--- config.mk ---
export PLATFORM = sky130hd
export DESIGN_NAME = sweep_compare_decode
export DESIGN_NICKNAME = d
export VERILOG_FILES = /design/src/rtl/sweep_compare_decode.sv
export SDC_FILE = /design/constraint.sdc
export NUM_CORES = 1
export LEC_CHECK = 0
export ABC_AREA = 1
export ABC_CLOCK_PERIOD_IN_PS = 3690
export BUFFER_PORTS_ARGS = -buffer_cell sky130_fd_sc_hd__buf_4
export CAP_MARGIN = 20
export CORE_ASPECT_RATIO = 0.9
export CORE_MARGIN = 2
export CORE_UTILIZATION = 54
export DETAILED_ROUTE_END_ITERATION = 7
export GPL_TIMING_DRIVEN = 0
export PLACE_DENSITY = 0.78
export REMOVE_ABC_BUFFERS = 1
export SLEW_MARGIN = 20
export SYNTH_ARGS = -nofsm -noshare
export SYNTH_HDL_FRONTEND = slang
export SYNTH_SLANG_ARGS = --single-unit
--- constraint.sdc ---
create_clock -name clk_i -period 3.69 [get_ports clk_i]
set_input_delay 0.738 -clock clk_i [delete_from_list [all_inputs] [get_ports clk_i]]
set_output_delay 0.738 -clock clk_i [all_outputs]
set_load 0.05 [all_outputs]
--- src/rtl/sweep_compare_decode.sv ---
// sweep_compare_decode
// Sweeps a WIDTH-bit counter from 0 to 2^WIDTH-1 on command. Each swept value
// is compared against a target latched at start using a selectable relation,
// and its low DEC_BITS are one-hot decoded. Matches are counted over the sweep.
// stim, match, onehot and hit_count are produced by the same register stage,
// so they always describe the same swept value.
//
//   state   | meaning
//   --------+--------------------------------------------------------------
//   S_IDLE  | waiting for start; outputs at reset values
//   S_SWEEP | counter advancing one value per non-held cycle
//   S_DONE  | sweep finished; hit_count valid until the next start or rst
module sweep_compare_decode #(
  parameter int WIDTH    = 6,
  parameter int DEC_BITS = 3
) (
  input  logic                       clk_i,
  input  logic                       rst_i,
  input  logic                       start_i,
  input  logic                       hold_i,
  input  logic [1:0]                 mode_i,
  input  logic [WIDTH-1:0]           target_i,
  output logic [WIDTH-1:0]           stim_o,
  output logic                       match_o,
  output logic [(1<<DEC_BITS)-1:0]   onehot_o,
  output logic [WIDTH:0]             hit_count_o,
  output logic                       busy_o,
  output logic                       done_o
);

  localparam int OH_W = 1 << DEC_BITS;
  localparam logic [WIDTH-1:0] STIM_MAX = {WIDTH{1'b1}};
  localparam logic [WIDTH-1:0] STIM_ONE = {{(WIDTH-1){1'b0}}, 1'b1};

  typedef enum logic [1:0] {
    S_IDLE  = 2'd0,
    S_SWEEP = 2'd1,
    S_DONE  = 2'd2
  } state_t;

  state_t            state_q, state_d;
  logic [1:0]        mode_q, mode_d;
  logic [WIDTH-1:0]  target_q, target_d;
  logic [WIDTH-1:0]  stim_q, stim_d;
  logic              match_q, match_d;
  logic [OH_W-1:0]   onehot_q, onehot_d;
  logic [WIDTH:0]    hit_count_q, hit_count_d;
  logic              busy_q, busy_d;
  logic              done_q, done_d;

  // Unsigned relation: 00 eq, 01 lt, 10 gt, 11 ne (value REL target).
  function automatic logic rel_f(input logic [WIDTH-1:0] v,
                                 input logic [1:0]       m,
                                 input logic [WIDTH-1:0] t);
    logic r;
    r = 1'b0;
    case (m)
      2'b00:   r = (v == t);
      2'b01:   r = (v < t);
      2'b10:   r = (v > t);
      default: r = (v != t);
    endcase
    return r;
  endfunction

  function automatic logic [OH_W-1:0] decode_f(input logic [WIDTH-1:0] v);
    logic [OH_W-1:0] r;
    r = '0;
    r[v[DEC_BITS-1:0]] = 1'b1;
    return r;
  endfunction

  // Next-state and next-output logic; every register holds by default, which
  // also covers hold in SWEEP and the ignored start during a sweep.
  always_comb begin
    state_d     = state_q;
    mode_d      = mode_q;
    target_d    = target_q;
    stim_d      = stim_q;
    match_d     = match_q;
    onehot_d    = onehot_q;
    hit_count_d = hit_count_q;
    busy_d      = busy_q;
    done_d      = done_q;

    case (state_q)
      S_IDLE, S_DONE: begin
        if (start_i) begin
          state_d     = S_SWEEP;
          mode_d      = mode_i;
          target_d    = target_i;
          stim_d      = '0;
          // Relation for value 0 uses the freshly latched inputs.
          match_d     = rel_f('0, mode_i, target_i);
          onehot_d    = decode_f('0);
          hit_count_d = {{WIDTH{1'b0}}, match_d};
          busy_d      = 1'b1;
          done_d      = 1'b0;
        end
      end
      S_SWEEP: begin
        if (!hold_i) begin
          if (stim_q == STIM_MAX) begin
            // Counter parks at its maximum; it never wraps inside a sweep.
            state_d  = S_DONE;
            match_d  = 1'b0;
            onehot_d = '0;
            busy_d   = 1'b0;
            done_d   = 1'b1;
          end else begin
            stim_d      = stim_q + STIM_ONE;
            match_d     = rel_f(stim_d, mode_q, target_q);
            onehot_d    = decode_f(stim_d);
            hit_count_d = hit_count_q + {{WIDTH{1'b0}}, match_d};
          end
        end
      end
      default: begin
        state_d = S_IDLE;
      end
    endcase
  end

  // State and output registers with synchronous reset.
  always_ff @(posedge clk_i) begin
    if (rst_i) begin
      state_q     <= S_IDLE;
      mode_q      <= 2'b00;
      target_q    <= '0;
      stim_q      <= '0;
      match_q     <= 1'b0;
      onehot_q    <= '0;
      hit_count_q <= '0;
      busy_q      <= 1'b0;
      done_q      <= 1'b0;
    end else begin
      state_q     <= state_d;
      mode_q      <= mode_d;
      target_q    <= target_d;
      stim_q      <= stim_d;
      match_q     <= match_d;
      onehot_q    <= onehot_d;
      hit_count_q <= hit_count_d;
      busy_q      <= busy_d;
      done_q      <= done_d;
    end
  end

  assign stim_o      = stim_q;
  assign match_o     = match_q;
  assign onehot_o    = onehot_q;
  assign hit_count_o = hit_count_q;
  assign busy_o      = busy_q;
  assign done_o      = done_q;

endmodule

==> After elaboration in Yosys (flattened, before gate mapping) <==
Index checks and enable logic that the tools add are counted.
{ "word_totals": {"reg_bits": 34, "input_bits": 12, "out_inout_bits": 24, "elab_cells": 78} }
{ "op_classes": {"addsub": 2, "n_lt_le_gt_ge": 6, "eq_ne": 13, "muxes": 35, "n_reduce_logical": 13} }
{ "ops": {"columns": ["operator", "n"], "rows": [
  ["two-way mux 8 bit", 3],
  ["two-way mux 7 bit", 3],
  ["two-way mux 6 bit", 3],
  ["one-hot mux 8 bit (2 select lines)", 1],
  ["one-hot mux 7 bit (2 select lines)", 1],
  ["two-way mux 1 bit", 13],
  ["one-hot mux 6 bit (2 select lines)", 1],
  ["!= test 2 bit, second input constant", 4],
  ["AND reduction 4 bit", 2],
  ["adder 7 x 1 -> 7 bit", 1],
  ["adder 6 x 1 -> 6 bit, second input constant", 1],
  ["== test 2 x 1 -> 1 bit, second input constant", 3],
  ["== test 2 bit, second input constant", 3],
  ["== test 6 bit", 1],
  ["== test 6 bit, second input constant", 1],
  ["greater-than comparator 1 x 6 -> 1 bit, first input constant", 1],
  ["greater-than comparator 6 bit", 1],
  ["zero test 2 bit", 3],
  ["zero test 6 bit", 1],
  ["< comparator 1 x 6 -> 1 bit, first input constant", 1],
  ["< comparator 6 bit", 1],
  ["two-way mux 2 bit", 3],
  ["!= test 6 bit", 1],
  ["one-hot mux 1 bit (2 select lines)", 3],
  ["other kinds (11)", 13]
]} }

==> Longest topological paths before layout <==
{ "depth": {"word_depth": 10, "mapped_depth": 22, "ltp_nobuf": 22} }

==> Least setup slack after synthesis <==
OpenSTA, ideal clock, no wires.
{ "synth_path": {"kind": "reg2reg", "start": "reg stim_q[0], in the netlist stim_o[0]", "end": "reg hit_count_q[6], in the netlist hit_count_o[6]", "setup_time_ps": 128, "arrival_ps": 3010, "required_time_ps": 3562, "path_slack_ps": 552, "stages_incl_launch_ff": 22, "n_path_buf": 0, "period_less_slack_ps": 3138, "path_cell_list": "dfxtp_1 -> ha_1 -> nand2_1 -> nor2_2 -> xnor2_1 -> inv_1 -> ha_1 -> nand2_1 -> nor2_1 -> nand2_1 -> nand4_1 -> nand3_1 -> nand2_1 -> inv_1 -> ha_1 -> ha_1 -> nand4_1 -> nand2_1 -> nand3_1 -> nor2_1 -> a21oi_1 -> nor2_1"} }
{ "synth_between": {"elab_chain_cells": 10, "word_cells_on_any_way": 16, "cone_classes": "2 x add/sub; 2 x order compare; 4 x eq/ne; 7 x mux; 1 x reduce/logical"} }
{ "synth_rtl": {"columns": ["item", "line_no", "text"], "rows": [
  ["start: declaration", "44", "logic [WIDTH-1:0] stim_q, stim_d;"],
  ["start signal: assignment", "140", "stim_q <= stim_d;"],
  ["adder 6 x 1 -> 6 bit", "111", "stim_d = stim_q + STIM_ONE;"],
  ["greater-than comparator 6 bit, or another cell as far along", "60", "2'b10: r = (v > t);"],
  ["one-hot mux 1 bit (3 select lines)", "57", "case (m)"],
  ["two-way mux 1 bit", "103", "if (stim_q == STIM_MAX) begin"],
  ["two-way mux 1 bit", "102", "if (!hold_i) begin"],
  ["two-way mux 1 bit", "86", "case (state_q)"],
  ["adder 7 x 1 -> 7 bit", "114", "hit_count_d = hit_count_q + {{WIDTH{1'b0}}, match_d};"],
  ["two-way mux 7 bit", "103", null],
  ["two-way mux 7 bit", "102", null],
  ["one-hot mux 7 bit (2 select lines)", "86", null],
  ["end signal: assignment", "143", "hit_count_q <= hit_count_d;"],
  ["end: declaration", "47", "logic [WIDTH:0] hit_count_q, hit_count_d;"]
]} }
Parallel ways exist; a longest one is shown, timed or not. The select of a mux whose other input is x is not followed.
A chain may end at the register's enable or synchronous reset.

==> Final worst setup path <==
Ends and elaborated chain as after synthesis.

==> impl_summary.log <==
[metrics] Sink Count: 34
[metrics] Cell Area, Synth: 1780 µm²
[metrics] count of H-tree levels built during CTS: 2
[metrics] commonest non-fill, non-tap cells in the layout: nand2_1 (40), buf_4 (35), dfxtp_1 (34), inv_1 (31), a21oi_1 (31)
[metrics] initial core utilization: 57.4%
[metrics] Final HPWL DP: 2820 µm
[metrics] y dimension of the die: 58.4 µm
[metrics] clock latency at the later pin of the worst-skew pair: 360 ps
[metrics] area added between synthesis and finish: 20.6%
[metrics] Routed Antenna Nets: 0
[metrics] flip-flop and latch count after synthesis: 34
[metrics] post-placement cell area: 2060 µm²
[metrics] final estimated routing congestion in global placement: between 0.7 and 0.8
[metrics] I/O pin count: 36
[metrics] Worst Max-Slew Pin Slew: 449 ps
[metrics] pin count of the biggest net entering global routing: 18
[metrics] # hold bufs at CTS: 0
[metrics] PD cells: 408 nW/µm²
[metrics] TritonCTS clock tree: built
[metrics] Final Setup Violations: 0
[metrics] post-synthesis sequential area ratio: 38.3%
[metrics] number of diodes: 0
[metrics] number of buffers created by CTS: 5
[metrics] worst slew slack as a fraction of its limit: 70.0%
[metrics] via count of the first global-routing pass: 1489
[metrics] clock tree skew after final layout: approximately 8.6 ps
[metrics] maximum clock insertion buffer count: 2
[metrics] cell at the root of the clock tree: clkbuf_4
[metrics] final total negative setup slack: 0 ps
[metrics] most common cell after layout, fill and taps aside: nand2_1
[metrics] Worst Setup Start Kind: register
[metrics] post-synthesis cell count: 242
[metrics] Hold Crit Class: register to register
[metrics] Hold Path Cell Cnt: 2
[metrics] max_cap viols: 0
[metrics] number of violations reported at the end of detailed-routing iteration 0: 95
[metrics] synth warn: 0
[metrics] unrepaired setup endpoints after global routing: no
[metrics] Die Span X: 64.4 µm
[metrics] data arrival time of the critical path: 3450 ps
[metrics] number of distinct library cells after synthesis: 27
[metrics] buffer count from post-CTS setup fixing: 0
[metrics] count of standard-cell rows: 19
[metrics] fin area: 2140 µm²
[metrics] number of pins exceeding their max-slew limit in the final report: 0
[metrics] number of failing hold endpoints at the final stage: 0
[metrics] Hold Path Origin: target_q[3]
[metrics] clock transition time at the flip-flop clock pins of the worst setup and hold paths: around 110 ps
[metrics] initial antenna violation count: 0
[metrics] total vias in the final route: around 1600
[metrics] capturing element type of the critical path: register
[metrics] number of cells on the worst reg-to-reg path: 21
[metrics] origin of the critical flop-to-flop path: stim_o[0]
[metrics] Post-Synthesis Mean Instance Area: 7.34 µm²
[metrics] number of nets in the layout: 301
[metrics] aggregate global routing overflow: 0
[metrics] ratio of cells with drive above 1 in the final layout: 20.0%
[metrics] die area: 3760 µm²
[metrics] total wire length: 3860 µm
[metrics] highest ir drop seen on vdd: between 0.0002 and 0.0003 V
[metrics] standby leakage power: 0.000982 µW
[metrics] total routing resource utilization after global routing: 22.7%
[metrics] Floorplan Core Area: 3090 µm²
[metrics] critical path startpoint: stim_o[0]
[metrics] iteration count of the initial detailed-routing pass: 4
[metrics] wire length of the first global-routing pass: 6580 µm
[metrics] final period utilization: 86.4%
[metrics] result of the run: complete, no violations
[metrics] largest fanout of any net on the critical path: 9
[metrics] Worst Setup Path Type: register to register
[metrics] time the final worst path needs with I/O delays and setup: ~3200 ps
[metrics] highest attainable clock frequency: about 0.31 GHz
[metrics] buffers added on ports: 35
[metrics] number of vias per cell: around 5.1
[metrics] Pwr Total: 872 µW
[metrics] Routed wire per std cell: 12.0 µm
[metrics] data required time of the worst path: 3950 ps
[metrics] cells resized by post-CTS repair: 0
[metrics] total DRC errors in the routed layout: 0
[layout make-up]
type	instances	area, µm²
Clock buffer	5	37.5
Clock inverter	3	40.0
Fill cell	287	950
Inverter	35	139
Multi-Input combinational cell	168	928
Sequential cell	34	681
Tap cell	42	52.6
Timing Repair Buffer	35	263
[sequential cells by signal, indices dropped and copies added, names as in the netlist]
register	flops
onehot_o	8
match_o	1
stim_o	6
mode_q	2
hit_count_o	7
done_o	1
target_q	6
busy_o	1
state_q	2
[final timing paths]
path | to | slack (ps)
setup reg to reg | hit_count_o[6] | 500
hold / removal | target_q[3] | 470
hold reg to reg | target_q[3] | 470
setup / recovery | hit_count_o[6] | 500
[synthesized netlist by cell type (all sizes together)]
library cell | number | area, µm²
nand3 | 20 | 105
or2 | 1 | 6.26
buf | 2 | 16.3
clkinv | 1 | 3.75
dfxtp | 34 | 681
nor3 | 2 | 10.0
xor2 | 2 | 17.5
xnor2 | 2 | 17.5
nor2 | 32 | 170
a21oi | 32 | 164
nand2 | 41 | 161
o21ai | 20 | 111
nand4 | 5 | 31.3
ha | 10 | 125
clkbuf | 3 | 11.3
a32oi | 1 | 8.76
inv | 34 | 135
[power breakdown]
part	leakage (µW)	internal (µW)	total, µW	switching [µW]
sequential	0.000278	387	402	15.1
clock	0.0000450	140	276	136
combinational	0.000658	61.7	194	133
[worst max-delay path, stage by stage, from the launching register on]
cell and delay [ps]:
dfxtp_1 540, ha_1 230, nand2_1 90, nor2_2 150, xnor2_1 150, inv_1 90, ha_1 280, nand2_1 70
nor2_1 190, nand2_1 90, nand4_1 80, nand3_1 100, nand2_1 80, inv_1 60, ha_1 180, ha_1 250
nand4_1 120, nand2_1 50, nand3_1 80, nor2_1 50, a21oi_1 130, nor2_1 50
[layer usage]
metal | track usage (%) | routed length (µm) | vias up
met3 | 5.16 | 212 | 8
met2 | 36.9 | 1720 | 38
li1 | - | - | 869
met1 | 29.2 | 1860 | 729
met5 | 0 | 0 | -
met4 | 10.3 | 71 | 0
[kinds of logic after synthesis]
logic type                 Yosys count  synth area share (%)
AOI/OAI and AO/OA                   53                  16.0
xor gates and xnor gates             4                  1.97
and+or+nand+nor                    101                  27.3
adders and majority gates           10                  7.05
DFF                                 34                  38.3
buffers and inverters               40                  9.37
[metrics by stage]
step	hold slack [ps]	utilization, %	instances	setup slack [ps]
floorplan	436	-	237	560
global placement	452	66.8	314	655
detailed placement	457	66.8	314	578
CTS	473	69.3	322	485
global route	498	69.3	322	199
finish	469	69.3	322	500
No activity file was read; power rests on OpenSTA's default activity.
